==> src/rtl/tetris_line_clear.sv <==
// rtl/tetris_line_clear.sv - removes full rows from a playfield snapshot and keeps line/level statistics
module tetris_line_clear #(
  parameter int ROWS            = 21,
  parameter int COLS            = 10,
  parameter int CW              = 3,
  parameter int LINES_PER_LEVEL = 10,
  parameter int MAX_LEVEL       = 15
) (
  input  logic                                clk,
  input  logic                                nRst_i,
  input  logic                                start_i,
  input  logic [ROWS-1:0][COLS-1:0][CW-1:0]   grid_i,
  input  logic                                clr_stats_i,
  output logic                                busy_o,
  output logic                                done_o,
  output logic [ROWS-1:0][COLS-1:0][CW-1:0]   grid_o,
  output logic [$clog2(ROWS+1)-1:0]           lines_o,
  output logic [15:0]                         total_lines_o,
  output logic [$clog2(MAX_LEVEL+1)-1:0]      level_o
);

  localparam int RW = (ROWS > 1) ? $clog2(ROWS) : 1;
  localparam int LW = $clog2(ROWS+1);
  localparam int VW = $clog2(MAX_LEVEL+1);

  typedef enum logic [1:0] {IDLE, SCAN, SHIFT, DONE} state_t;

  state_t          state_q, state_d;
  logic [RW-1:0]   r_q;
  logic            row_full;
  logic [16:0]     tot_sum;
  logic [15:0]     tot_next;
  logic [15:0]     lvl_raw;
  logic [VW-1:0]   lvl_next;

  always_comb begin
    row_full = 1'b1;
    for (int c = 0; c < COLS; c++) begin
      if (grid_o[r_q][c] == '0) row_full = 1'b0;
    end
  end

  always_comb begin
    state_d = state_q;
    busy_o  = 1'b0;
    done_o  = 1'b0;
    case (state_q)
      IDLE:  if (start_i) state_d = SCAN;
      SCAN: begin
        busy_o = 1'b1;
        if (row_full)       state_d = SHIFT;
        else if (r_q == '0) state_d = DONE;
      end
      SHIFT: begin
        busy_o  = 1'b1;
        state_d = SCAN;
      end
      DONE: begin
        done_o  = 1'b1;
        state_d = IDLE;
      end
      default: state_d = IDLE;
    endcase
  end

  always_ff @(posedge clk or negedge nRst_i) begin
    if (!nRst_i) state_q <= IDLE;
    else         state_q <= state_d;
  end

  // Collapse keeps r unchanged so whatever drops into r is scanned again.
  always_ff @(posedge clk or negedge nRst_i) begin
    if (!nRst_i) begin
      grid_o  <= '0;
      r_q     <= '0;
      lines_o <= '0;
    end else begin
      case (state_q)
        IDLE: if (start_i) begin
          grid_o  <= grid_i;
          r_q     <= RW'(ROWS-1);
          lines_o <= '0;
        end
        SCAN: if (!row_full && r_q != '0) r_q <= r_q - 1'b1;
        SHIFT: begin
          for (int i = ROWS-1; i > 0; i--) begin
            if (RW'(i) <= r_q) grid_o[i] <= grid_o[i-1];
          end
          grid_o[0] <= '0;
          lines_o   <= lines_o + LW'(1);
        end
        default: ;
      endcase
    end
  end

  always_comb begin
    tot_sum  = {1'b0, total_lines_o} + 17'(lines_o);
    tot_next = tot_sum[16] ? 16'hFFFF : tot_sum[15:0];
    lvl_raw  = tot_next / 16'(LINES_PER_LEVEL);
    lvl_next = (lvl_raw > 16'(MAX_LEVEL)) ? VW'(MAX_LEVEL) : VW'(lvl_raw);
  end

  // A clear in the DONE cycle wins, discarding that pass's lines.
  always_ff @(posedge clk or negedge nRst_i) begin
    if (!nRst_i) begin
      total_lines_o <= '0;
      level_o       <= '0;
    end else if (clr_stats_i) begin
      total_lines_o <= '0;
      level_o       <= '0;
    end else if (state_q == DONE) begin
      total_lines_o <= tot_next;
      level_o       <= lvl_next;
    end
  end

endmodule
==> config.mk <==
export PLATFORM = sky130hd
export DESIGN_NAME = tetris_line_clear
export DESIGN_NICKNAME = d
export VERILOG_FILES = /design/src/rtl/tetris_line_clear.sv
export SDC_FILE = /design/constraint.sdc
export NUM_CORES = 2
export LEC_CHECK = 0
export ABC_AREA = 1
export BUFFER_PORTS_ARGS = -buffer_cell sky130_fd_sc_hd__buf_2
export CAP_MARGIN = 25
export CELL_PAD_IN_SITES_DETAIL_PLACEMENT = 1
export CELL_PAD_IN_SITES_GLOBAL_PLACEMENT = 1
export CORE_AREA = 2 2 506 508
export DETAILED_ROUTE_END_ITERATION = 16
export DIE_AREA = 0 0 508 510
export PLACE_DENSITY_LB_ADDON = 0.12
export SLEW_MARGIN = 40
export SYNTH_ARGS = -nofsm -noshare
export SYNTH_HDL_FRONTEND = slang
export SYNTH_SLANG_ARGS = --single-unit
==> constraint.sdc <==
create_clock -name clk -period 13.96 [get_ports clk]
set_clock_uncertainty 0.15 [all_clocks]
set_input_delay 1.396 -clock clk [delete_from_list [all_inputs] [get_ports clk]]
set_output_delay 1.396 -clock clk [all_outputs]
set_load 0.005 [all_outputs]
==> impl_metrics.ini <==
[synth]
synthCells = 4582
synthAdderAreaFrac = 0.00662
synth.distinct_cells = 56
syn_area_per_cell_um2 = 7.68
synth_seq_cells = 662
synth_edf_count = 0
netlist.area_leader.share = 0.471
synth-seq-area-share = 0.471
netlist_area_um2 = 35200
synth_xor_area_frac = 0.00274
synth_top_family_by_area = compound AO/OA/AOI/OAI gates
ys_top_cells_by_area = dfrtp_1, nand2_1, a31oi_1
yosys_warnings = 0
ys.flop_type = dfrtp_1
synth.largest_area_cell = dfrtp_1
synth-simple-area-share = 0.220
synthesis.nets = 5234
synth-compound-area-share = 0.223
muxShareOfSynthArea = 0
async_flop_share = 1.00

[placed_design]
dp_hpwl_um = 237000
place_area_um2 = 45800
pre_cts_slack_ns = 6.41
gp_routability_congestion = 0.838
io_buffer_count = 1290

[layout]
finalInstanceArea_um2 = 49300
area_growth_pct = 40.1
fill_cells = 30482
drive_gt1_frac = 0.285
final_nets = 6383

[power_and_ir_drop]
p_sw_mw = 7.76
clockPowerShare = 0.182
p_total_mw = 14.3
p_int_mw = 6.54
p_sw_frac = 0.543
powerDensity_nw_per_um2 = 290
p_leak_nw = 22.5
ir_drop_mv = 0.203
combPwrFrac = 0.504
p_seq_frac = 0.314

[global_routing]
grt-ovfl-total = 0
antenna_found_initial = 181
grt_pass1_vias = 41372
grt_pass1_wl_um = 390000
grt_max_degree = 143
track_usage = 0.220

[critical_path]
criticalPathCategory = reg2reg
reg2reg_to = level_o[0]
cp-start-kind = register
worst_path_max_delay_cell = nor2_1
worstPathRequired_ns = 14.45
r2r-start = lines_o[0]
cp.arrival_ns = 8.00
crit_path_end_kind = register
cp_max_fo = 12
reg2reg_slack_ns = 6.45
path_common_cell = nand2_2
ff2ff_path_depth = 56
slowest_delay_ns = 0.46

[timing]
finalHoldViolCount = 0
period_share = 0.538
drv_slew = 0
hold_ws_ns = 0.330
setup_ws_ns = 6.45
fin_crit_ns = 7.51
relSlewSlack = 0.372
setup_tns_ns = 0
fmax_ghz = 0.133
rsz0062_at_grt = false
max_slew.worst_pin.slew_ns = 0.927
setup_viol = 0

[cts]
ctsResizeCount = 0
cts_tree = done
clockRootBuffer = clkbuf_16
cts_sinks = 662
cts_buffers = 98
path_clk_slew_ns = 0.06
post_cts_buffers = 0
htreeDepth = 3
ctsHoldBuffers = 0
clk_latency_ns = 0.77
clk_path_buf_depth = 3

[detailed_routing]
vias_per_cell = 4.34
drt_iter0_markers = 2855
finalWirelength_um = 297000
wl_per_cell_um = 32.2
drc_errors = 0
dr.pass1.iters = 6
via_count = 40020
antenna_left = 0

[worst_hold_path]
hold_class = in2async

[die]
die_h_um = 510
core_area_um2 = 253000
rows = 185
io_pins = 1291
die-area_um2 = 259000
die_w_um = 508
initial_core_util = 0.139

[flow_run]
drv_cap = 0

[outcome]
status = finished clean
[cell type report]
class	instances	area (um^2)	area share
well taps	3366	4210	0.0855
inverters	392	1490	0.0302
multi-input cells	3201	16300	0.331
diodes	43	108	0.00218
repair buffers	1376	7320	0.149
clock inverters	22	337	0.00683
flip-flops and latches	662	16600	0.336
clock buffers	153	2930	0.0595
[Yosys cell counts, types with 20 or more instances]
master	number
dfrtp_1	662
o22ai_1	26
nor2_1	486
clkbuf_1	305
inv_1	368
nor3_1	40
nand2_2	30
nand4_1	20
buf_1	20
o21ai_0	325
o31ai_1	27
nand3_1	88
o211ai_1	220
nand2_1	1237
a21oi_1	108
a31oi_1	394
[layer usage]
layer	wire (um)	track usage	share of wire	vias up
met1	128000	0.282	0.43	20167
met3	19400	0.0547	0.065	408
met2	141000	0.371	0.48	1412
met5	597	0	0.0020	-
li1	-	-	-	17937
met4	6670	0.0508	0.022	96
[flip-flops by register name, summed over array words and instances (netlist names)]
register       cells
r_q                5
level_o            4
lines_o            5
total_lines_o     16
grid_o           630
state_q            2
[metrics by stage]
stage                      util  std cells
after floorplan               -       4582
after CTS                 0.194       9170
after global routing      0.194       9193
after detailed placement  0.181       8995
after global placement    0.180       8989
final                     0.194       9215
[how the worst max path moves through the flow]
stage / start / slack (ns) / depth (start not counted) / to
after floorplan: lines_o[0] / 7.74 / 64 / level_o[0]
after global placement: lines_o[0] / 6.79 / 58 / level_o[0]
after detailed placement: lines_o[0] / 6.41 / 56 / level_o[0]
after CTS: lines_o[0] / 6.42 / 56 / level_o[0]
after global routing: lines_o[0] / 5.71 / 56 / level_o[0]
final: lines_o[0] / 6.45 / 56 / level_o[0]
[placed cells by master, fill, tap and decap left out, types with 10 or more instances in the layout]
master	netlist	final
inv_2	18	21
buf_2	1	1291
clkbuf_1	305	28
a211oi_1	11	10
nor2_4	0	10
o22ai_1	26	26
o31ai_1	27	20
o32ai_1	17	16
a31oi_1	394	392
nand3_1	88	88
ha_1	17	16
clkinv_2	1	11
dfrtp_1	662	661
nor2_1	486	471
o2111ai_1	16	16
nand4_1	20	20
nand2_1	1237	1235
o21ai_0	325	323
a21oi_1	108	101
diode_2	0	43
nand3_2	11	11
buf_4	1	66
xor2_1	10	10
nand2_2	30	32
inv_1	368	365
clkbuf_16	0	98
clkbuf_8	0	27
nor3_1	40	38
o211ai_1	220	220
[cell families after synthesis]
kind of cell	count (synthesis)
flip-flops	662
XOR/XNOR	11
adder cells (fa/ha/maj)	18
AO/OA/AOI/OAI	1240
AND/OR/NAND/NOR	1932
buffers and inverters	719
[power by group through the flow]
| stage | sequential [mW] | clock [mW] | combinational, mW |
|---|---|---|---|
| 3_5_place_dp | 4.55 | 0 | 7.40 |
| 6_report | 4.49 | 2.61 | 7.21 |
| 5_1_grt | 4.61 | 2.75 | 7.96 |
| 3_3_place_gp | 4.54 | 0 | 7.29 |
| 4_1_cts | 4.53 | 2.71 | 7.43 |
| 2_1_floorplan | 3.69 | 0 | 3.33 |
[worst max-delay path, delay by kind of cell (launching register included)]
kind | cells | cell delay, ns
AO/OA/AOI/OAI | 1 | 0.12
adder cells (fa/ha/maj) | 3 | 0.86
buffers and inverters | 1 | 0.25
flip-flops | 1 | 0.43
AND/OR/NAND/NOR | 51 | 5.56
No activity file was read; power rests on OpenSTA's default activity.
